### src/rtl/riscv_mc_pkg.sv
// rtl/riscv_mc_pkg.sv - shared states, encodings and per-state control table for the multicycle controller
package riscv_mc_pkg;

    typedef enum logic [3:0] {
        S_FETCH,
        S_DECODE,
        S_MEMADR,
        S_MEMREAD,
        S_MEMWB,
        S_MEMWRITE,
        S_EXECR,
        S_EXECI,
        S_ALUWB,
        S_BRANCH,
        S_JAL,
        S_JALR1,
        S_JALR2,
        S_LUI
    } state_t;

    localparam logic [6:0] OP_LOAD   = 7'b0000011;
    localparam logic [6:0] OP_STORE  = 7'b0100011;
    localparam logic [6:0] OP_RTYPE  = 7'b0110011;
    localparam logic [6:0] OP_ITYPE  = 7'b0010011;
    localparam logic [6:0] OP_BRANCH = 7'b1100011;
    localparam logic [6:0] OP_JAL    = 7'b1101111;
    localparam logic [6:0] OP_JALR   = 7'b1100111;
    localparam logic [6:0] OP_LUI    = 7'b0110111;

    localparam logic [2:0] ALU_ADD = 3'b000;
    localparam logic [2:0] ALU_SUB = 3'b001;
    localparam logic [2:0] ALU_AND = 3'b010;
    localparam logic [2:0] ALU_OR  = 3'b011;
    localparam logic [2:0] ALU_XOR = 3'b100;
    localparam logic [2:0] ALU_SLT = 3'b101;

    localparam logic [2:0] IMM_I = 3'b000;
    localparam logic [2:0] IMM_S = 3'b001;
    localparam logic [2:0] IMM_B = 3'b010;
    localparam logic [2:0] IMM_U = 3'b011;
    localparam logic [2:0] IMM_J = 3'b100;

    localparam logic [1:0] RES_ALUOUT    = 2'b00;
    localparam logic [1:0] RES_DATA      = 2'b01;
    localparam logic [1:0] RES_ALURESULT = 2'b10;
    localparam logic [1:0] RES_IMMEXT    = 2'b11;

    localparam logic [1:0] SRCA_PC    = 2'b00;
    localparam logic [1:0] SRCA_OLDPC = 2'b01;
    localparam logic [1:0] SRCA_REGA  = 2'b10;

    localparam logic [1:0] SRCB_REGB = 2'b00;
    localparam logic [1:0] SRCB_IMM  = 2'b01;
    localparam logic [1:0] SRCB_FOUR = 2'b10;

    // ALU operation class; FUNCT defers to the funct3/funct7b5 decoder
    typedef enum logic [1:0] {
        ASEL_ADD,
        ASEL_SUB,
        ASEL_FUNCT
    } alu_sel_t;

    typedef struct packed {
        logic       pc_write;
        logic       ir_write;
        logic       mem_write;
        logic       reg_write;
        logic       adr_src;
        logic [1:0] alu_src_a;
        logic [1:0] alu_src_b;
        logic [1:0] result_src;
        alu_sel_t   alu_sel;
        logic       branch;
    } ctrl_t;

    function automatic ctrl_t state_ctrl(input state_t s);
        ctrl_t c;
        c.pc_write   = 1'b0;
        c.ir_write   = 1'b0;
        c.mem_write  = 1'b0;
        c.reg_write  = 1'b0;
        c.adr_src    = 1'b0;
        c.alu_src_a  = SRCA_PC;
        c.alu_src_b  = SRCB_REGB;
        c.result_src = RES_ALUOUT;
        c.alu_sel    = ASEL_ADD;
        c.branch     = 1'b0;
        case (s)
            S_FETCH: begin
                c.ir_write   = 1'b1;
                c.pc_write   = 1'b1;
                c.alu_src_b  = SRCB_FOUR;
                c.result_src = RES_ALURESULT;
            end
            S_DECODE: begin
                c.alu_src_a = SRCA_OLDPC;
                c.alu_src_b = SRCB_IMM;
            end
            S_MEMADR, S_JALR1: begin
                c.alu_src_a = SRCA_REGA;
                c.alu_src_b = SRCB_IMM;
            end
            S_MEMREAD: begin
                c.adr_src = 1'b1;
            end
            S_MEMWB: begin
                c.result_src = RES_DATA;
                c.reg_write  = 1'b1;
            end
            S_MEMWRITE: begin
                c.adr_src   = 1'b1;
                c.mem_write = 1'b1;
            end
            S_EXECR: begin
                c.alu_src_a = SRCA_REGA;
                c.alu_src_b = SRCB_REGB;
                c.alu_sel   = ASEL_FUNCT;
            end
            S_EXECI: begin
                c.alu_src_a = SRCA_REGA;
                c.alu_src_b = SRCB_IMM;
                c.alu_sel   = ASEL_FUNCT;
            end
            S_ALUWB: begin
                c.reg_write = 1'b1;
            end
            S_BRANCH: begin
                c.alu_src_a = SRCA_REGA;
                c.alu_src_b = SRCB_REGB;
                c.alu_sel   = ASEL_SUB;
                c.branch    = 1'b1;
            end
            S_JAL, S_JALR2: begin
                c.alu_src_a = SRCA_OLDPC;
                c.alu_src_b = SRCB_FOUR;
                c.pc_write  = 1'b1;
            end
            S_LUI: begin
                c.result_src = RES_IMMEXT;
                c.reg_write  = 1'b1;
            end
            default: ;
        endcase
        return c;
    endfunction

    function automatic logic [2:0] imm_src_of(input logic [6:0] op);
        case (op)
            OP_STORE:  return IMM_S;
            OP_BRANCH: return IMM_B;
            OP_LUI:    return IMM_U;
            OP_JAL:    return IMM_J;
            default:   return IMM_I;
        endcase
    endfunction

    function automatic logic is_known_op(input logic [6:0] op);
        case (op)
            OP_LOAD, OP_STORE, OP_RTYPE, OP_ITYPE,
            OP_BRANCH, OP_JAL, OP_JALR, OP_LUI: return 1'b1;
            default:                            return 1'b0;
        endcase
    endfunction

endpackage

### src/rtl/riscv_alu_decoder.sv
// rtl/riscv_alu_decoder.sv - funct3/funct7b5 to ALUControl mapping for R- and I-type ALU ops
module riscv_alu_decoder
    import riscv_mc_pkg::*;
(
    input  logic [2:0] funct3,
    input  logic       funct7b5,
    input  logic       is_rtype,
    output logic [2:0] alu_control
);

    // funct7b5 only selects sub for register-register ops; in addi it is an immediate bit
    always_comb begin
        alu_control = ALU_ADD;
        case (funct3)
            3'b000:  alu_control = (is_rtype && funct7b5) ? ALU_SUB : ALU_ADD;
            3'b111:  alu_control = ALU_AND;
            3'b110:  alu_control = ALU_OR;
            3'b100:  alu_control = ALU_XOR;
            3'b010:  alu_control = ALU_SLT;
            default: alu_control = ALU_ADD;
        endcase
    end

endmodule

### src/rtl/riscv_mc_controller.sv
// rtl/riscv_mc_controller.sv - multicycle RV32 control FSM driving datapath selects and write enables
module riscv_mc_controller
    import riscv_mc_pkg::*;
(
    input  logic       clk,
    input  logic       rst,
    input  logic [6:0] opcode,
    input  logic [2:0] funct3,
    input  logic       funct7b5,
    input  logic       zero,
    input  logic       lt,
    output logic       PCWrite,
    output logic       IRWrite,
    output logic       MemWrite,
    output logic       RegWrite,
    output logic       AdrSrc,
    output logic [1:0] ALUSrcA,
    output logic [1:0] ALUSrcB,
    output logic [1:0] ResultSrc,
    output logic [2:0] ALUControl,
    output logic [2:0] Imm_Src,
    output logic       illegal_op
);

    state_t     state;
    state_t     next_state;
    ctrl_t      ctrl_q;
    ctrl_t      ctrl;
    logic       taken;
    logic [2:0] funct_alu;

    always_comb begin
        next_state = S_FETCH;
        case (state)
            S_FETCH: next_state = S_DECODE;
            S_DECODE: begin
                case (opcode)
                    OP_LOAD, OP_STORE: next_state = S_MEMADR;
                    OP_RTYPE:          next_state = S_EXECR;
                    OP_ITYPE:          next_state = S_EXECI;
                    OP_BRANCH:         next_state = S_BRANCH;
                    OP_JAL:            next_state = S_JAL;
                    OP_JALR:           next_state = S_JALR1;
                    OP_LUI:            next_state = S_LUI;
                    default:           next_state = S_FETCH;
                endcase
            end
            S_MEMADR:  next_state = (opcode == OP_STORE) ? S_MEMWRITE : S_MEMREAD;
            S_MEMREAD: next_state = S_MEMWB;
            S_EXECR:   next_state = S_ALUWB;
            S_EXECI:   next_state = S_ALUWB;
            S_JAL:     next_state = S_ALUWB;
            S_JALR1:   next_state = S_JALR2;
            S_JALR2:   next_state = S_ALUWB;
            default:   next_state = S_FETCH;
        endcase
    end

    // Control word is registered alongside the state, loaded from the table for the state being entered
    always_ff @(posedge clk) begin
        if (rst) begin
            state  <= S_FETCH;
            ctrl_q <= state_ctrl(S_FETCH);
        end else begin
            state  <= next_state;
            ctrl_q <= state_ctrl(next_state);
        end
    end

    always_comb begin
        taken = 1'b0;
        case (funct3)
            3'b000:  taken = zero;
            3'b001:  taken = !zero;
            3'b100:  taken = lt;
            3'b101:  taken = !lt;
            default: taken = 1'b0;
        endcase
    end

    riscv_alu_decoder u_alu_decoder (
        .funct3      (funct3),
        .funct7b5    (funct7b5),
        .is_rtype    (state == S_EXECR),
        .alu_control (funct_alu)
    );

    // While reset is asserted the outputs show FETCH selects with every enable held off
    always_comb begin
        ctrl       = rst ? state_ctrl(S_FETCH) : ctrl_q;
        PCWrite    = !rst && (ctrl.pc_write || (ctrl.branch && taken));
        IRWrite    = !rst && ctrl.ir_write;
        MemWrite   = !rst && ctrl.mem_write;
        RegWrite   = !rst && ctrl.reg_write;
        AdrSrc     = ctrl.adr_src;
        ALUSrcA    = ctrl.alu_src_a;
        ALUSrcB    = ctrl.alu_src_b;
        ResultSrc  = ctrl.result_src;
        case (ctrl.alu_sel)
            ASEL_SUB:   ALUControl = ALU_SUB;
            ASEL_FUNCT: ALUControl = funct_alu;
            default:    ALUControl = ALU_ADD;
        endcase
        Imm_Src    = imm_src_of(opcode);
        illegal_op = !rst && (state == S_DECODE) && !is_known_op(opcode);
    end

endmodule

### config.mk
export PLATFORM = sky130hd
export DESIGN_NAME = riscv_mc_controller
export DESIGN_NICKNAME = d
export VERILOG_FILES = /design/src/rtl/riscv_mc_pkg.sv /design/src/rtl/riscv_alu_decoder.sv /design/src/rtl/riscv_mc_controller.sv
export SDC_FILE = /design/constraint.sdc
export NUM_CORES = 1
export LEC_CHECK = 0
export CAP_MARGIN = 25
export CELL_PAD_IN_SITES_DETAIL_PLACEMENT = 1
export CELL_PAD_IN_SITES_GLOBAL_PLACEMENT = 1
export CORE_UTILIZATION = 35
export CTS_CLUSTER_SIZE = 8
export DETAILED_ROUTE_END_ITERATION = 8
export PLACE_DENSITY = 0.77
export SLEW_MARGIN = 20
export SYNTH_ARGS = -nofsm -noshare
export SYNTH_HDL_FRONTEND = slang
export SYNTH_SLANG_ARGS = --single-unit
### constraint.sdc
create_clock -name clk -period 2.5 [get_ports clk]
set_input_delay 0.5 -clock clk [delete_from_list [all_inputs] [get_ports clk]]
set_output_delay 0.5 -clock clk [all_outputs]
set_load 0.02 [all_outputs]
==> flow_metrics.tcl <==
set metrics [dict create \
    status "finished clean" \
    avgSynthCellArea_um2 8.52 \
    synth.net_count 158 \
    numPortBuffers 32 \
    rr_endpoint "ctrl_q[4]$_SDFF_PP1_" \
    fmaxAchievable_ghz 0.414 \
    ys.flop_type "dfxtp_1" \
    wl_mm 3.52 \
    fin_crit_ns 2.42 \
    cts_sinks 18 \
    use_met3 0.0299 \
    hold_end "state[3]$_SDFF_PP0_" \
    final_cell_count_no_fill 242 \
    fill_cells 391 \
    grtUsageMet1 0.224 \
    dp_cells 237 \
    grt_pass1_wl_mm 5.59 \
    grt_max_degree 26 \
    drt_iter0_drc 20 \
    path_clk_slew_ns 0.10 \
    leakage_uw 0.000796 \
    cts_made_buffers 3 \
    drt_first_pass_iters 4 \
    min_from "rst" \
    rsz0062_at_grt "no" \
    whs_path_depth 3 \
    dp_hpwl_mm 2.90 \
    met2_usage 0.414 \
    ir_drop_mv 0.176 \
    die_area_um2 3670 \
    coreArea_um2 3150 \
    yosysUniqueCellTypes 49 \
    htreeDepth 1 \
    yosys_warnings 0 \
    max_cap_viol_count 0 \
    start_util 0.381 \
    cts-root-buf "clkbuf_4" \
    drc 0 \
    syn_inst 141 \
    detail-route-antenna-nets 0 \
    synth_edf_count 0 \
    reg2reg_from "state[3]$_SDFF_PP0_" \
    regToRegSetupSlack_ns 0.47 \
    whs_ns 0.693 \
    place.gp.congestion 0.779 \
    top_usage_layer "met2" \
    arrival_ns 1.92 \
    viasPerCell 4.98 \
    antenna_found_initial 0 \
    drive_gt1_frac 0.298 \
    worst-r2r-cell-count 7 \
    hold_violations 0 \
    clockBufferDepth 2 \
    worstSetupPathType "in2out" \
    worst_pin_slew_ns 0.460 \
    stdcell_area_um2 1820 \
    grt_pass1_vias 1278 \
    ys_seq_area_frac 0.300 \
    endpoint_kind "output pin" \
    cp-start-kind "primary input" \
    slew_headroom 0.692 \
    slew_violations 0 \
    clk_latency_ns 0.29 \
    crit_start "opcode[5]" \
    die_w_um 60.6 \
    track_usage 0.206 \
    grt_overflow 0 \
    pin_count 33 \
    p_per_area_nw_per_um2 354 \
    path_max_fanout 4 \
    wl_per_cell_um 14.5 \
    required_ns 2.00 \
    hold_class "in2reg" \
    finalClockSkew_ns 0.00189 \
    die_h_um 60.6 \
    cts_tree "yes" \
    area_growth_pct 51.7 \
    placed_area_um2 1760 \
    async_reset_ff_frac 0 \
    synth_seq_cells 18 \
    setup_viol 0 \
    fin_nets 216 \
    fin_crit_sh 0.966 \
    fp-row-count 20 \
    via_count 1205 \
    diodes 0 \
    syn_area_um2 1200 \
]
[final cells by class]
type / count / area, µm² / share of cell area
inverters: 8 / 31.3 / 0.0172
multi-input cells: 106 / 778 / 0.427
flip-flops and latches: 18 / 360 / 0.198
repair buffers: 62 / 561 / 0.308
clock buffers: 4 / 36.3 / 0.0199
well taps: 44 / 55.1 / 0.0302
[sequential cells by signal, indices dropped and copies added (netlist names)]
name,count
ctrl_q,14
state,4
[what timing repair did]
item                                    CTS  global route
gates resized for setup                  31             9
endpoints found under the hold margin     0             0
endpoints found under the setup margin   11            11
pin swaps                                 0             1
hold buffers                              0             0
buffers inserted                          0             1
[cell usage after synthesis (3+ instances only)]
library cell,count,area share
dfxtp_1,18,0.30
nor2_1,12,0.037
nor2b_1,10,0.052
inv_1,7,0.022
nand2_1,7,0.022
nand2b_1,7,0.036
a21oi_1,6,0.025
a31oi_1,6,0.031
nor3b_1,5,0.031
buf_2,4,0.017
nor3_1,4,0.017
or3_1,4,0.021
clkbuf_1,3,0.0094
nand3b_1,3,0.019
xnor2_1,3,0.022
[report_power, final]
group / leakage (µW) / total, µW / internal (µW) / switching, µW
Clock: 0.0000210 / 175 / 88.7 / 86.1
Sequential: 0.000147 / 300 / 297 / 3.73
Combinational: 0.000627 / 169 / 90.2 / 78.7
[stage by stage]
stage          TNS [ns]  utilization  total power, µW  setup WS (ns)
3_3_place_gp      -2.38        0.558              469         -0.365
6_report              0        0.578              644         0.0842
2_1_floorplan         0            -              395          0.142
4_1_cts          -0.111        0.567              650        -0.0570
3_5_place_dp      -3.76        0.558              478         -0.490
5_1_grt               0        0.578              676         0.0396
[placed cells by master, fill, tap and decap left out, drive strengths merged, types with 3 or more instances in the layout]
cell / netlist / layout
buf: 6 / 34
dfxtp: 18 / 18
clkdlybuf4s50: 0 / 17
nor2: 13 / 13
nor2b: 11 / 11
nand2: 8 / 8
nand2b: 7 / 7
inv: 7 / 7
a21oi: 7 / 7
a31oi: 6 / 6
dlymetal6s2s: 0 / 6
nor3b: 6 / 6
nor3: 4 / 4
or3: 4 / 4
nor4b: 4 / 4
clkbuf: 3 / 4
or2: 4 / 4
nand3b: 3 / 3
xnor2: 3 / 3
clkdlybuf4s15: 0 / 3
or3b: 3 / 3
[worst max path at each step]
stage | to | cells after the start
4_1_cts | ResultSrc[1] | 4
2_1_floorplan | illegal_op | 4
3_5_place_dp | ALUControl[2] | 6
3_3_place_gp | illegal_op | 6
5_1_grt | illegal_op | 7
6_report | illegal_op | 7
[worst max-delay path, stage by stage]
cell	delay, ns
clkdlybuf4s50_1	0.42
buf_4	0.16
nand4_1	0.10
nor3b_2	0.06
buf_4	0.13
a2111oi_1	0.30
buf_2	0.23
[logic make-up (layout without fill, tap and decap cells)]
logic type      after synthesis  in the layout  synth area share
fa+ha+maj                     2              2            0.0208
compound gates               24             24             0.160
simple gates                 74             74             0.406
buf+inv                      17             74            0.0677
xor+xnor                      5              5            0.0365
mux                           1              1           0.00833
flops                        18             18             0.300
[per-layer routing]
metal	share of wire	routed length, µm
met3	0.028	100
met2	0.54	1910
met5	0	0
met4	0.0074	26
met1	0.42	1480
Note: power is estimated with default switching activity, not from simulation.
